File: config.mk
export PLATFORM = sky130hd
export DESIGN_NAME = exec_muldiv_seq_flat
export DESIGN_NICKNAME = d
export VERILOG_FILES = /design/src/rtl/exec_muldiv_seq_if.sv /design/src/rtl/exec_muldiv_seq.sv /design/src/flat_wrapper.sv
export SDC_FILE = /design/constraint.sdc
export NUM_CORES = 1
export LEC_CHECK = 0
export CAP_MARGIN = 5
export CORE_ASPECT_RATIO = 2
export CORE_MARGIN = 1
export CORE_UTILIZATION = 39
export DETAILED_ROUTE_END_ITERATION = 6
export SLEW_MARGIN = 20
export SYNTH_ARGS = -nofsm -noshare
export SYNTH_HDL_FRONTEND = slang
export SYNTH_SLANG_ARGS = --single-unit
export TNS_END_PERCENT = 5
File: constraint.sdc
create_clock -name clk -period 4.55 [get_ports clk]
set_input_delay 0.91 -clock clk [delete_from_list [all_inputs] [get_ports clk]]
set_output_delay 0.91 -clock clk [all_outputs]
set_load 0.01 [all_outputs]
File: src/rtl/exec_muldiv_seq_if.sv
// Request/response handshake bundle for the iterative RV32M multiply/divide sequencer.
// The execute stage drives it through the master modport; the sequencer uses the slave modport.
interface exec_muldiv_seq_if #(
  parameter int XLEN = 32
);
  logic            in_valid;
  logic            in_ready;
  logic [2:0]      funct3;
  logic [XLEN-1:0] op_a;
  logic [XLEN-1:0] op_b;
  logic            out_valid;
  logic            out_ready;
  logic [XLEN-1:0] result;

  modport master (
    output in_valid, funct3, op_a, op_b, out_ready,
    input  in_ready, out_valid, result
  );

  modport slave (
    input  in_valid, funct3, op_a, op_b, out_ready,
    output in_ready, out_valid, result
  );
endinterface

File: src/rtl/exec_muldiv_seq.sv
// Iterative RV32M multiply/divide: 32-cycle radix-2 shift-add multiply and restoring divide.
// Optional macro EXEC_MULDIV_EARLY_OUT_EN lets trivial MUL*/DIVU/REMU operands bypass the loop.
module exec_muldiv_seq #(
  parameter int XLEN  = 32,
  parameter int CNT_W = 5
) (
  input  logic               clk,
  input  logic               rst_n,
  input  logic               flush,
  exec_muldiv_seq_if.slave   bus,
  output logic               busy
);

  typedef enum logic [1:0] {IDLE, CALC, DONE} state_e;

  typedef enum logic [2:0] {
    OP_MUL    = 3'b000,
    OP_MULH   = 3'b001,
    OP_MULHSU = 3'b010,
    OP_MULHU  = 3'b011,
    OP_DIV    = 3'b100,
    OP_DIVU   = 3'b101,
    OP_REM    = 3'b110,
    OP_REMU   = 3'b111
  } op_e;

  state_e              state;
  logic [CNT_W-1:0]    cnt;
  op_e                 op;
  logic                a_neg;
  logic                b_neg;
  // Upper half: partial product / remainder. Lower half: multiplier / dividend-then-quotient.
  logic [2*XLEN-1:0]   acc;
  logic [XLEN-1:0]     opnd;
  logic [XLEN-1:0]     res_q;

  assign bus.in_ready  = (state == IDLE) & ~flush;
  assign bus.out_valid = (state == DONE);
  assign bus.result    = res_q;
  assign busy          = (state != IDLE);

  // Operand capture at the accept edge
  op_e             op_in;
  logic            a_neg_in;
  logic            b_neg_in;
  logic [XLEN-1:0] a_abs_in;
  logic [XLEN-1:0] b_abs_in;

  assign op_in    = op_e'(bus.funct3);
  assign a_neg_in = (op_in inside {OP_MULH, OP_MULHSU, OP_DIV, OP_REM}) & bus.op_a[XLEN-1];
  assign b_neg_in = (op_in inside {OP_MULH, OP_DIV, OP_REM}) & bus.op_b[XLEN-1];
  assign a_abs_in = a_neg_in ? -bus.op_a : bus.op_a;
  assign b_abs_in = b_neg_in ? -bus.op_b : bus.op_b;

  logic            skip;
  logic [XLEN-1:0] skip_res;

  // NOTE: every always_comb output gets a default first so no path leaves it unassigned (no latch).
  always_comb begin
    skip     = 1'b0;
    skip_res = '0;
    if (bus.funct3[2] && (bus.op_b == '0)) begin
      skip     = 1'b1;
      skip_res = (op_in inside {OP_DIV, OP_DIVU}) ? '1 : bus.op_a;
    end else if ((op_in inside {OP_DIV, OP_REM}) &&
                 (bus.op_a == {1'b1, {(XLEN-1){1'b0}}}) && (bus.op_b == '1)) begin
      skip     = 1'b1;
      skip_res = (op_in == OP_DIV) ? {1'b1, {(XLEN-1){1'b0}}} : '0;
`ifdef EXEC_MULDIV_EARLY_OUT_EN
    end else if (!bus.funct3[2] && ((bus.op_a == '0) || (bus.op_b == '0))) begin
      skip     = 1'b1;
      skip_res = '0;
    end else if ((op_in inside {OP_DIVU, OP_REMU}) && (bus.op_a < bus.op_b)) begin
      skip     = 1'b1;
      skip_res = (op_in == OP_DIVU) ? '0 : bus.op_a;
`endif
    end
  end

  // One loop iteration; the last one also feeds the sign-corrected result.
  logic [XLEN:0]     mul_sum;
  logic [XLEN:0]     div_trial;
  logic [2*XLEN-1:0] mul_nxt;
  logic [2*XLEN-1:0] div_nxt;
  logic [2*XLEN-1:0] acc_nxt;

  assign mul_sum   = {1'b0, acc[2*XLEN-1:XLEN]} + (acc[0] ? {1'b0, opnd} : '0);
  assign mul_nxt   = {mul_sum, acc[XLEN-1:1]};
  // Partial remainder is always below the divisor, so bit XLEN of the difference is a clean borrow.
  assign div_trial = acc[2*XLEN-1:XLEN-1] - {1'b0, opnd};
  assign div_nxt   = div_trial[XLEN] ? {acc[2*XLEN-2:0], 1'b0}
                                     : {div_trial[XLEN-1:0], acc[XLEN-2:0], 1'b1};
  assign acc_nxt   = op[2] ? div_nxt : mul_nxt;

  logic [2*XLEN-1:0] prod_fix;
  logic [XLEN-1:0]   quo_fix;
  logic [XLEN-1:0]   rem_fix;
  logic [XLEN-1:0]   fin;

  assign prod_fix = (a_neg ^ b_neg) ? -acc_nxt : acc_nxt;
  assign quo_fix  = (a_neg ^ b_neg) ? -acc_nxt[XLEN-1:0] : acc_nxt[XLEN-1:0];
  assign rem_fix  = a_neg ? -acc_nxt[2*XLEN-1:XLEN] : acc_nxt[2*XLEN-1:XLEN];

  always_comb begin
    fin = rem_fix;
    unique case (op)
      OP_MUL:                       fin = prod_fix[XLEN-1:0];
      OP_MULH, OP_MULHSU, OP_MULHU: fin = prod_fix[2*XLEN-1:XLEN];
      OP_DIV, OP_DIVU:              fin = quo_fix;
      default:                      fin = rem_fix;
    endcase
  end

  // NOTE: sequential state uses non-blocking assignments so every register samples pre-edge values.
  always_ff @(posedge clk or negedge rst_n) begin
    if (!rst_n) begin
      state <= IDLE;
      cnt   <= '0;
      op    <= OP_MUL;
      a_neg <= 1'b0;
      b_neg <= 1'b0;
      acc   <= '0;
      opnd  <= '0;
      res_q <= '0;
    end else if (flush) begin
      state <= IDLE;
    end else begin
      unique case (state)
        IDLE: begin
          if (bus.in_valid) begin
            op    <= op_in;
            a_neg <= a_neg_in;
            b_neg <= b_neg_in;
            acc   <= {{XLEN{1'b0}}, a_abs_in};
            opnd  <= b_abs_in;
            cnt   <= CNT_W'(XLEN - 1);
            if (skip) begin
              res_q <= skip_res;
              state <= DONE;
            end else begin
              state <= CALC;
            end
          end
        end
        CALC: begin
          acc <= acc_nxt;
          cnt <= cnt - 1'b1;
          if (cnt == '0) begin
            res_q <= fin;
            state <= DONE;
          end
        end
        DONE: begin
          if (bus.out_ready) state <= IDLE;
        end
        default: state <= IDLE;
      endcase
    end
  end

endmodule

File: src/flat_wrapper.sv
// flat-port wrapper written by rule: the top's interface ports become plain ports
module exec_muldiv_seq_flat 
#(
  parameter int XLEN  = 32,
  parameter int CNT_W = 5
)
  (clk, rst_n, flush, busy, bus_in_valid, bus_funct3, bus_op_a, bus_op_b, bus_out_ready, bus_in_ready, bus_out_valid, bus_result);
  exec_muldiv_seq_if #(.XLEN(XLEN)) bus_i ();
  input  logic clk;
  input  logic rst_n;
  input  logic flush;
  output logic busy;
  input wire logic [$bits(bus_i.in_valid)-1:0] bus_in_valid;
  input wire logic [$bits(bus_i.funct3)-1:0] bus_funct3;
  input wire logic [$bits(bus_i.op_a)-1:0] bus_op_a;
  input wire logic [$bits(bus_i.op_b)-1:0] bus_op_b;
  input wire logic [$bits(bus_i.out_ready)-1:0] bus_out_ready;
  output wire logic [$bits(bus_i.in_ready)-1:0] bus_in_ready;
  output wire logic [$bits(bus_i.out_valid)-1:0] bus_out_valid;
  output wire logic [$bits(bus_i.result)-1:0] bus_result;
  assign bus_i.in_valid = bus_in_valid;
  assign bus_i.funct3 = bus_funct3;
  assign bus_i.op_a = bus_op_a;
  assign bus_i.op_b = bus_op_b;
  assign bus_i.out_ready = bus_out_ready;
  assign bus_in_ready = bus_i.in_ready;
  assign bus_out_valid = bus_i.out_valid;
  assign bus_result = bus_i.result;
  exec_muldiv_seq #(.XLEN(XLEN), .CNT_W(CNT_W)) u_core (.clk(clk), .rst_n(rst_n), .flush(flush), .bus(bus_i), .busy(busy));
endmodule
## After elaboration in Yosys (flattened, before gate mapping)

Index checks and enable logic that the tools add are counted.

| storage, ports and cells | value |
|---|---|
| flip-flop bits (word level) | 140 |
| bits of input ports | 72 |
| output and inout bits | 35 |
| logic and storage cells | 89 |

| operators by class | value |
|---|---|
| $add $sub $neg | 8 |
| eq/ne operators | 20 |
| mux-type cells | 29 |
| bitwise logic cells | 5 |
| reduce and logical (&&, ||, !) cells | 19 |

Operators with widths:

| operator | count |
|---|---|
| $mux W32 | 12 |
| $mux W64 | 4 |
| $neg A32 Y32 | 4 |
| $pmux W64 S2 | 1 |
| $pmux W32 S3 | 1 |
| $eq A32 B32 Y1 const B | 2 |
| $neg A64 Y64 | 1 |
| $pmux W32 S2 | 1 |
| $add A32 B33 Y33 | 1 |
| $sub A33 B32 Y33 | 1 |
| $logic_not A32 Y1 | 1 |
| $eq A3 B3 Y1 const B | 5 |
| $mux W2 | 5 |
| $pmux W5 S2 | 1 |
| $eq A3 B2 Y1 const B | 3 |
| $reduce_and A3 Y1 | 3 |
| $reduce_bool A2 Y1 | 4 |
| $eq A3 B1 Y1 const B | 2 |
| $ne A3 B3 Y1 const B | 2 |
| $pmux W2 S3 | 1 |
| $logic_not A5 Y1 | 1 |
| $mux W5 | 1 |
| $reduce_and A5 Y1 | 1 |
| $sub A5 B1 Y5 const B | 1 |
| 16 further kinds | 22 |

## Logic depth before layout (Yosys ltp)

Gate-level depths: netlist (run 1).

| logic depth | value |
|---|---|
| depth after elaboration | 10 |
| depth in mapped cells | 23 |
| mapped depth without buffers | 21 |

## Least setup slack after synthesis (run 1)

OpenSTA, ideal clock, no wires.

| path | value |
|---|---|
| path type | reg2reg |
| from | reg u_core.acc[31] |
| to | reg u_core.res_q[22], in the netlist u_core.bus.result[22] |
| setup time | 0.142 ns |
| data arrival time | 4.878 ns |
| data required time | 4.408 ns |
| setup slack | -0.470 ns |
| cell stages (with the launch flop) | 23 |
| buffers on the path | 2 |
| clock period less this slack | 5.020 ns |
| cell sequence | dfrtp_1 inv_1 ha_1 inv_1 fa_1 a211oi_2 nor3_2 o211ai_2 a211oi_2 a211o_1 buf_6 mux2_2 o21ai_1 inv_1 ha_1 nand4_1 or3_1 or4b_4 buf_6 o31ai_2 xor2_1 a222oi_1 o221ai_1 |

| between the ends | value |
|---|---|
| cells in the longest elaborated chain, start to end | 8 |
| elaborated cells between the ends (all ways) | 12 |
| those cells by class | 4 x add/sub; 8 x mux |

RTL lines:

| what | line | text |
|---|---|---|
| start: declaration | exec_muldiv_seq.sv:33 | `logic [2*XLEN-1:0] acc;` |
| start signal: assignment | exec_muldiv_seq.sv:134 | `acc <= {{XLEN{1'b0}}, a_abs_in};` |
| start signal: assignment | exec_muldiv_seq.sv:146 | `acc <= acc_nxt;` |
| $sub A33 B32 Y33 | exec_muldiv_seq.sv:90 | `assign div_trial = acc[2*XLEN-1:XLEN-1] - {1'b0, opnd};` |
| $mux W64 | exec_muldiv_seq.sv:91 | `assign div_nxt = div_trial[XLEN] ? {acc[2*XLEN-2:0], 1'b0}` |
| $mux W64 (*) | exec_muldiv_seq.sv:93 | `assign acc_nxt = op[2] ? div_nxt : mul_nxt;` |
| $neg A64 Y64, or another cell as far along | exec_muldiv_seq.sv:100 | `assign prod_fix = (a_neg ^ b_neg) ? -acc_nxt : acc_nxt;` |
| $mux W64, or another cell as far along | exec_muldiv_seq.sv:100 |  |
| $pmux W32 S3 (*) | exec_muldiv_seq.sv:106 | `unique case (op)` |
| $mux W32 (*) | exec_muldiv_seq.sv:148 | `if (cnt == '0) begin` |
| $pmux W32 S2 (*) | exec_muldiv_seq.sv:128 | `unique case (state)` |
| end signal: assignment | exec_muldiv_seq.sv:138 | `res_q <= skip_res;` |
| end signal: assignment | exec_muldiv_seq.sv:149 | `res_q <= fin;` |
| end: declaration | exec_muldiv_seq.sv:35 | `logic [XLEN-1:0] res_q;` |

Every way passes the cells marked *; elsewhere a longest branch is shown, timed or not. The select of a mux whose other input is x is not followed.
A chain may end at the register's enable or synchronous reset.

## Worst setup path in the final report (run 1)

| path | value |
|---|---|
| from | reg u_core.opnd[0] |
| to | reg u_core.res_q[22], in the netlist u_core.bus.result[22] |

| between the ends | value |
|---|---|
| cells in the longest elaborated chain, start to end | 8 |
| elaborated cells between the ends (all ways) | 14 |
| those cells by class | 5 x add/sub; 9 x mux |

RTL lines:

| what | line | text |
|---|---|---|
| start: declaration | exec_muldiv_seq.sv:34 | `logic [XLEN-1:0] opnd;` |
| start signal: assignment | exec_muldiv_seq.sv:135 | `opnd <= b_abs_in;` |
| $sub A33 B32 Y33 / $mux W32 (equally long branches) | exec_muldiv_seq.sv:90, exec_muldiv_seq.sv:87 |  |
| $mux W64 / $add A32 B33 Y33 (equally long branches) | exec_muldiv_seq.sv:91, exec_muldiv_seq.sv:87 |  |
| $mux W64 (*) | exec_muldiv_seq.sv:93 |  |
| $neg A64 Y64, or another cell as far along | exec_muldiv_seq.sv:100 |  |
| $mux W64, or another cell as far along | exec_muldiv_seq.sv:100 |  |
| $pmux W32 S3 (*) | exec_muldiv_seq.sv:106 |  |
| $mux W32 (*) | exec_muldiv_seq.sv:148 |  |
| $pmux W32 S2 (*) | exec_muldiv_seq.sv:128 |  |

Marks and branches as above.

==> results summary, run 1 <==
The initial utilization of the core area, before any placement, comes to 0.394. In this run the vertical extent of the chip is 284 µm. Each instance of the synthesized netlist takes up on average 7.46 µm². Internal power comes to 8.51 mW. The combinational share of power came out at 0.790.

Counting both buffers and inverters, the worst setup path holds a total of 3. The detailed router placed 18,900 vias in this run. 107 I/O pins were placed. The fraction of registers with async set/reset came out at 1.00. The worst stage delay on the critical path is 0.64 ns. The share of cells above drive strength 1 came out at 0.235. The maximum count of clock buffers along a single path came out at 2. The portion of netlist area occupied by mux cells came out at 0.0439.

The number of global-route vias before repair came to 19,200. The type of origin of the critical path is a register. The count of hold-fix buffers inserted at cts came out at 0. The area of the multi-input gates came out at 11,600 µm². The number of DRC violations after detailed routing is 0. The post-synth net total is 2,228. Timing would allow up to 199 MHz. The total congestion overflow after global routing came out at 0. The area added between synthesis and finish came out at 36.1%. The number of flops mapped to enable cells by yosys came out at 0.

The switching part of the total power came out at 0.514. The remaining number of nets flagged by the antenna check after routing is 0. The number of antenna violations at the first check in global routing came to 7.

The XOR/XNOR share of the synthesized area is 0.0997. The normalized max-slew margin is 0.175. The final count of negative-setup-slack endpoints is 30. The area of the die is 40,700 µm².

The post-synthesis share of cell area spent on and, or, nand and nor gates is 0.231. The part of the power in the clock network came out at 0.084. The net total in the final layout came out at 2,693.

The total count of hold-check failures in the final report came out at 0. CTS placed an instance of sky130_fd_sc_hd__clkbuf_16 at the clock tree root. The total of fill cells in the finished design came out at 3,990. The ratio of final minimum period to clock period came out at 1.10. The critical path in this run is classified as reg -> reg. The combinational family with the most area after synthesis is compound AO/OA/AOI/OAI gates. At the end of routability-driven placement, the weighted congestion stood at 1.06. The clock transition at the register clock pins on the worst setup and hold paths after CTS came out at 0.07 ns. The post-route minimum period came out at 5.02 ns. The worst hold path belongs to the class in -> async.

The core outline area came out at 39,400 µm². The DRC violation total after the first TritonRoute iteration is 1,503. The most frequent standard cell in the layout excluding fill and tap cells is sky130_fd_sc_hd__buf_4. The arrival time at the worst endpoint came out at 5.34 ns. The placed wire-length estimate is 64,600 µm.

The first-pass GRT wire length is 120,000 µm. The nature of the critical path endpoint is a register. The compound-cell area share of the yosys netlist is 0.293. The transition time of the tightest slew-check pin came out at 1.23 ns. The pin count of the biggest net entering global routing is 81. CTS built an H-tree with a depth of 4.

The peak fanout along the critical path came out at 5. In this run the static leakage power is 9.29 nW. The tool flagged a number of max-cap violations equal to 0.

Walking the worst path, the cells encountered are ha_4, inv_2, fa_2, a211oi_4, nor3_4, o211ai_4, a2111o_1, a211o_1, mux2_4, o21ai_2, inv_1, ha_2, nand4_1, or3_4, or4b_4, buf_6, o31ai_4, xor2_1, a222oi_1, o221ai_1. The data required time of the worst path came out at 4.87 ns. TritonCTS built the clock tree.

For this run, the number of Yosys warnings is 0. Once placement finished, the instance area stood at 20,300 µm². The post-route clock skew came out at 0.0129 ns. The area share of fa/ha/maj cells after synthesis came out at 0.0597. Across all setup checks in the final design, the least slack found is -0.467 ns.

For this run, the detailed router's first-pass iteration total came to 6. The run finished, with violations left. The final reports fail on negative setup slack.

The number of placement rows came out at 103. The die is 143 µm wide. Summing every instance area after synthesis gives 15,500 µm².

Setup repair after global routing could not meet its margin everywhere. Summed over all layers, the routed wires come to 81,200 µm. The dominant register cell in the synthesized netlist is sky130_fd_sc_hd__dfrtp_1.

Of the synthesized area, sequential elements account for 0.225. The number of library cell types mapped by synthesis came out at 101. Leaving out fill and tap cells, the most frequent cells in the layout are sky130_fd_sc_hd__buf_4 (442), sky130_fd_sc_hd__nand2_1 (253), sky130_fd_sc_hd__o21ai_0 (195), sky130_fd_sc_hd__a21oi_1 (183), sky130_fd_sc_hd__nor2_1 (170). The insertion delay to the later sink of the worst-skew pair came out at 0.47 ns. The sequential cell area came out at 3510 µm². The number of clock sinks came out at 140. The post-route standard cell area excluding fillers is 21,200 µm².

The max-slew violation count is 0. The kind of cell with the highest combined delay along the critical path is compound AO/OA/AOI/OAI gates. The switching component of the power came out at 9.00 mW. Using the TritonRoute via totals, the vias-per-cell ratio works out to 6.11. IR analysis of the VDD net gives a maximum drop of 0.000469 V.

The count of port buffers added during placement is 106. The cell with the largest stage delay on the worst path is sky130_fd_sc_hd__or4b_4. The total CTS buffers is 17. The power density normalized to cell area is 827 nW/µm².

The synthesized netlist cell count is 2,083. The register bit total from synthesis is 140. The overall power of the completed layout is 17.5 mW.

The portion of total power attributed to sequential cells is 0.126. The routed length per instance is 26.3 µm. The overall global routing resource usage came out at 0.412.
[state kept, by name, summed over array words and instances (netlist names)]
register and cells:
u_core.a_neg 1, u_core.opnd 32, u_core.bus.result 32, u_core.b_neg 1, u_core.op 3, u_core.state 2, u_core.acc 64, u_core.cnt 5
[cells by family after synthesis]
kind of cell / Yosys count
XOR/XNOR: 177
AND/OR/NAND/NOR: 736
adder cells (fa/ha/maj): 73
AO/OA/AOI/OAI: 709
flip-flops: 140
multiplexers: 64
buffers and inverters: 184
[power by group through the flow]
| stage | clock (mW) | sequential [mW] | combinational [mW] |
|---|---|---|---|
| after floorplan | 0 | 2.06 | 6.67 |
| after global placement | 0 | 2.18 | 12.9 |
| after detailed placement | 0 | 2.18 | 13.0 |
| after CTS | 1.49 | 2.17 | 13.1 |
| after global routing | 1.53 | 2.22 | 14.6 |
| final | 1.48 | 2.20 | 13.8 |
[synthesized netlist by cell type (all sizes together) (28+ instances only)]
cell,instances,area share
nor3,58,0.019
buf,28,0.010
dfrtp,140,0.23
o21ai,223,0.072
nand3,32,0.010
xnor2,81,0.046
nand2,255,0.062
ha,71,0.057
inv,70,0.017
a21oi,186,0.060
a31oi,41,0.017
nor2,177,0.043
mux2i,43,0.028
xor2,96,0.054
and2,49,0.020
clkbuf,86,0.021
[layout make-up]
cell class	instances	share of cell area
repair buffers	560	0.216
diodes	2	0.000236
clock inverters	13	0.00615
well taps	525	0.0310
inverters	70	0.0124
multi-input cells	1759	0.547
flip-flops and latches	140	0.166
clock buffers	19	0.0214
[layer usage]
| layer | vias up | track usage | wire [µm] |
|---|---|---|---|
| li1 | 8564 | - | - |
| met4 | 6 | 0.470 | 11300 |
| met3 | 462 | 0.0987 | 4510 |
| met5 | - | 0.0113 | 39 |
| met1 | 8975 | 0.363 | 25300 |
| met2 | 855 | 0.706 | 40000 |
[per-stage QoR]
stage	cells	setup TNS (ns)	hold WS, ns	utilization	setup slack [ns]
2_1_floorplan	2083	-1.85	0.462	-	-0.347
3_3_place_gp	3050	-4.80	0.457	0.515	-0.397
3_5_place_dp	3050	-5.32	0.462	0.515	-0.386
4_1_cts	3082	-4.97	0.479	0.531	-0.335
5_1_grt	3087	-11.55	0.506	0.537	-0.587
6_report	3088	-6.44	0.435	0.537	-0.467
[worst reg2reg max path: stages (launching register included)]
cell and delay (ns):
sky130_fd_sc_hd__dfrtp_1 0.42, sky130_fd_sc_hd__ha_4 0.18, sky130_fd_sc_hd__inv_2 0.05, sky130_fd_sc_hd__fa_2 0.24, sky130_fd_sc_hd__a211oi_4 0.09, sky130_fd_sc_hd__nor3_4 0.25
sky130_fd_sc_hd__o211ai_4 0.14, sky130_fd_sc_hd__a2111o_1 0.50, sky130_fd_sc_hd__a211o_1 0.35, sky130_fd_sc_hd__mux2_4 0.22, sky130_fd_sc_hd__o21ai_2 0.06, sky130_fd_sc_hd__inv_1 0.08
sky130_fd_sc_hd__ha_2 0.17, sky130_fd_sc_hd__nand4_1 0.12, sky130_fd_sc_hd__or3_4 0.42, sky130_fd_sc_hd__or4b_4 0.64, sky130_fd_sc_hd__buf_6 0.18, sky130_fd_sc_hd__o31ai_4 0.17
sky130_fd_sc_hd__xor2_1 0.09, sky130_fd_sc_hd__a222oi_1 0.32, sky130_fd_sc_hd__o221ai_1 0.17
[repair_timing]
action | in CTS | in global routing
pin swaps | 0 | 26
gates resized for setup | 12 | 40
setup endpoints to repair | 28 | 30
hold endpoints to repair | 0 | 0
setup buffers | 0 | 4
[worst paths after layout]
kind	from	to	slack, ns	cells past startpoint
setup / recovery	u_core.opnd[0]$_DFFE_PN0P_	u_core.bus.result[22]$_DFFE_PN0P_	-0.47	20
hold / removal	rst_n	u_core.acc[55]$_DFFE_PN0P_	0.44	1
setup reg to reg	u_core.opnd[0]$_DFFE_PN0P_	u_core.bus.result[22]$_DFFE_PN0P_	-0.47	20
hold reg to reg	u_core.bus.result[2]$_DFFE_PN0P_	u_core.bus.result[2]$_DFFE_PN0P_	0.47	2
max in group asynchronous	rst_n	u_core.acc[9]$_DFFE_PN0P_	3.22	2
min in group clk	u_core.bus.result[2]$_DFFE_PN0P_	u_core.bus.result[2]$_DFFE_PN0P_	0.47	2
Note: power is estimated with default switching activity, not from simulation.
==> run 2: changes to the inputs <==
Clock period 4.55 ns to 6 ns, I/O delays scaled along.
==> run 2 against run 1 <==
Register-to-register slack improved by 0.75 ns. Flip-flop and latch count is the same. Combinational power decreased by 44%. The flow now finishes without violations.
==> results summary, run 2 (same netlist as run 1, synthesis figures left out) <==
The post-route clock skew is 0.0118 ns (was 0.0129 ns). The max-slew violation count came out at 0 (unchanged). The count of cell instances traversed by the critical path is 18 (was 20). The type of origin of the critical path was a register (unchanged). The die width came out at 143 µm (unchanged). The remaining number of nets flagged by the antenna check after routing came to 0 (unchanged). The nature of the critical path endpoint is a register (unchanged). The routed wire length is 71,900 µm (was 81,200 µm).

The routed length per instance was 26.3 µm (about the same). The final count of negative-setup-slack endpoints came out at 0 (was 30). The leakage power was 7.50 nW (was 9.29 nW). The share of cells above drive strength 1 is 0.0965 (was 0.235). The startpoint identified for the worst hold timing path is u_core.bus.result[2]$_DFFE_PN0P_. The peak fanout along the critical path came to 12 (was 5). The top cell family by delay on the critical path is compound AO/OA/AOI/OAI gates (unchanged). The detailed-route vias per instance was 6.28 (was 6.11). The count of port buffers added during placement is 106 (unchanged). The overall global routing resource usage came out at 0.362 (was 0.412). The die height came to 284 µm (unchanged). The clock transition at the register clock pins on the worst setup and hold paths after CTS is 0.07 ns (about the same).

The number of placement rows is 103 (unchanged). The count of hold-fix buffers inserted at cts is 0 (unchanged). The most frequent standard cell in the layout excluding fill and tap cells was sky130_fd_sc_hd__nand2_1 (was sky130_fd_sc_hd__buf_4).

The transition time of the tightest slew-check pin came out at 0.988 ns (was 1.23 ns). The number of DRC violations after detailed routing is 0 (unchanged). The normalized max-slew margin is 0.342 (was 0.175). The overall power of the completed layout is 10.6 mW (was 17.5 mW). The first element of the critical path is u_core.acc[31]$_DFFE_PN0P_ (was u_core.opnd[0]$_DFFE_PN0P_).

The worst-case register-to-register setup slack came to 0.29 ns (was -0.47 ns). The buffer cell driving the clock tree root is sky130_fd_sc_hd__clkbuf_16 (unchanged). The worst stage delay on the critical path is 0.65 ns (was 0.64 ns).

The arrival time at the worst endpoint is 6.01 ns (was 5.34 ns). The highest ir drop seen on vdd is 0.000281 V (was 0.000469 V). The total of max-cap violations came to 0 (unchanged). The core outline area came to 39,400 µm² (unchanged).

The final sum of negative setup slack is 0 ns (was -6.44 ns). The area added between synthesis and finish is 16.9% (was 36.1%). The post-route standard cell area excluding fillers is 18,200 µm² (was 21,200 µm²).

The net total in the final layout is 2,340 (was 2,693). The via total after detailed routing came to 17,200 (was 18,900). The effective utilization at floorplan was 0.394 (unchanged). The data required time of the worst path is 6.30 ns (was 4.87 ns). The insertion delay to the later sink of the worst-skew pair is 0.46 ns (was 0.47 ns). The path category of the worst min-delay check is reg -> reg (was in -> async). The class of the most critical setup path is reg -> reg (unchanged). Highest-count cells in the layout ignoring fill and taps: sky130_fd_sc_hd__nand2_1 (253), sky130_fd_sc_hd__o21ai_0 (202), sky130_fd_sc_hd__a21oi_1 (186), sky130_fd_sc_hd__nor2_1 (172), sky130_fd_sc_hd__dfrtp_1 (139) (was sky130_fd_sc_hd__buf_4 (442), sky130_fd_sc_hd__nand2_1 (253), sky130_fd_sc_hd__o21ai_0 (195), sky130_fd_sc_hd__a21oi_1 (183), sky130_fd_sc_hd__nor2_1 (170)). The maximum count of clock buffers along a single path is 2 (unchanged).

The number of primary I/O pins is 107 (unchanged). The maximum level of the CTS H-tree is 4 (unchanged). The DRC violation total after the first TritonRoute iteration came out at 1,430 (was 1,503). The achievable clock frequency came to 175 MHz (was 199 MHz). RSZ-0062 raised after global routing: false (was true). The area of the die was 40,700 µm² (unchanged).

The largest register by flop count is u_core.acc (unchanged). The TritonCTS clock tree is built (unchanged). The post-route minimum period is 5.71 ns (was 5.02 ns). The total congestion overflow after global routing is 0 (unchanged).

Status: finished, final reports clean (was finished with violations). The final core area utilization came out at 0.461 (was 0.537). The number of antenna violations at the first check in global routing is 2 (was 7). The critical path buffer and inverter count is 3 (unchanged). Critical path cell sequence: inv_1, ha_1, inv_1, fa_1, a211oi_4, nor3_2, o211ai_2, a211oi_2, buf_4, a211oi_4, mux2_2, or3_1, or4b_4, nor3_1, nand2b_1, xor2_1, a222oi_1, o221ai_1 (was ha_4, inv_2, fa_2, a211oi_4, nor3_4, o211ai_4, a2111o_1, a211o_1, mux2_4, o21ai_2, inv_1, ha_2, nand4_1, or3_4, or4b_4, buf_6, o31ai_4, xor2_1, a222oi_1, o221ai_1).

The final hold slack is 0.479 ns (was 0.435 ns). The final worst setup slack is 0.286 ns (was -0.467 ns). The post-place setup slack came out at 0.406 ns (was -0.386 ns). The ratio of final minimum period to clock period is 0.952 (was 1.10). The number of stages on the worst hold path is 2. The number of global-route vias before repair is 17,300 (was 19,200). The number of standard cells in the final layout excluding fillers came out at 2,732 (was 3,088).

The flip-flop count of the largest register after layout is 64 (unchanged). The cell count after placement is 2,701 (was 3,050). The final weighted congestion in routability-driven placement is 1.04 (was 1.06). The number of clock sinks is 140 (unchanged). The placed wire-length estimate came out at 56,900 µm (was 64,600 µm). The power density normalized to cell area is 585 nW/µm² (was 827 nW/µm²).

The source of the worst register-to-register timing path is u_core.acc[31]$_DFFE_PN0P_ (was u_core.opnd[0]$_DFFE_PN0P_). The antenna diode count came to 0 (was 2). The placed instance area came to 17,600 µm² (was 20,300 µm²).

The cell with the largest stage delay on the worst path is sky130_fd_sc_hd__or4b_4 (unchanged). The pin count of the biggest net entering global routing is 92 (was 81). The first-pass GRT wire length came out at 107,000 µm (was 120,000 µm). The count of cells along the worst register-to-register path came to 18 (was 20). The number of detailed-routing iterations run before antenna repair is 6 (unchanged). The total CTS buffers came to 17 (unchanged). The total count of hold-check failures in the final report is 0 (unchanged).
[run 2: cell types whose count changed in the layout (fill, tap and decap cells not counted), sizes merged]
cell and delta:
clkinv +1, inv -1, diode -2, buf -353, clkinvlp -1
[run 2: where the power goes]
group / switching (mW) / total [mW] / leakage, nW / internal, mW
clock: 0.497 / 1.08 / 0.271 / 0.584
sequential: 0.536 / 1.81 / 1.78 / 1.27
combinational: 4.82 / 7.75 / 5.45 / 2.93
[run 2: worst min-delay path, delay by kind of cell, from the launching register on]
| kind | cells | cell delay [ns] |
|---|---|---|
| and+or+nand+nor | 2 | 0.10 |
| DFF | 1 | 0.34 |
[run 2: area by class of cell]
cell class | count | area, µm²
Clock buffer | 19 | 443
Clock inverter | 12 | 113
Fill cell | 4101 | 21300
Inverter | 70 | 263
Multi-Input combinational cell | 1759 | 11400
Sequential cell | 140 | 3510
Tap cell | 525 | 657
Timing Repair Buffer | 207 | 1820
[run 2: metal layers]
metal / vias up / wire (µm) / part of all wire / global-route usage
li1: 7843 / - / - / -
met1: 8234 / 23400 / 0.33 / 0.338
met2: 729 / 36200 / 0.50 / 0.629
met3: 353 / 3350 / 0.047 / 0.0608
met4: 4 / 8970 / 0.12 / 0.392
met5: - / 24 / 0.00033 / 0
[run 2: worst paths after layout]
kind                                                     end
setup reg to reg           u_core.bus.result[20]$_DFFE_PN0P_
setup / recovery           u_core.bus.result[20]$_DFFE_PN0P_
hold / removal              u_core.bus.result[2]$_DFFE_PN0P_
min in group asynchronous         u_core.acc[53]$_DFFE_PN0P_
hold reg to reg             u_core.bus.result[2]$_DFFE_PN0P_
max in group asynchronous           u_core.op[2]$_DFFE_PN0P_
[run 2: what timing repair did]
| item | in CTS | in global routing |
|---|---|---|
| gates resized for setup | 0 | 1 |
| setup buffers | 0 | 0 |
| setup endpoints to repair | 0 | 1 |
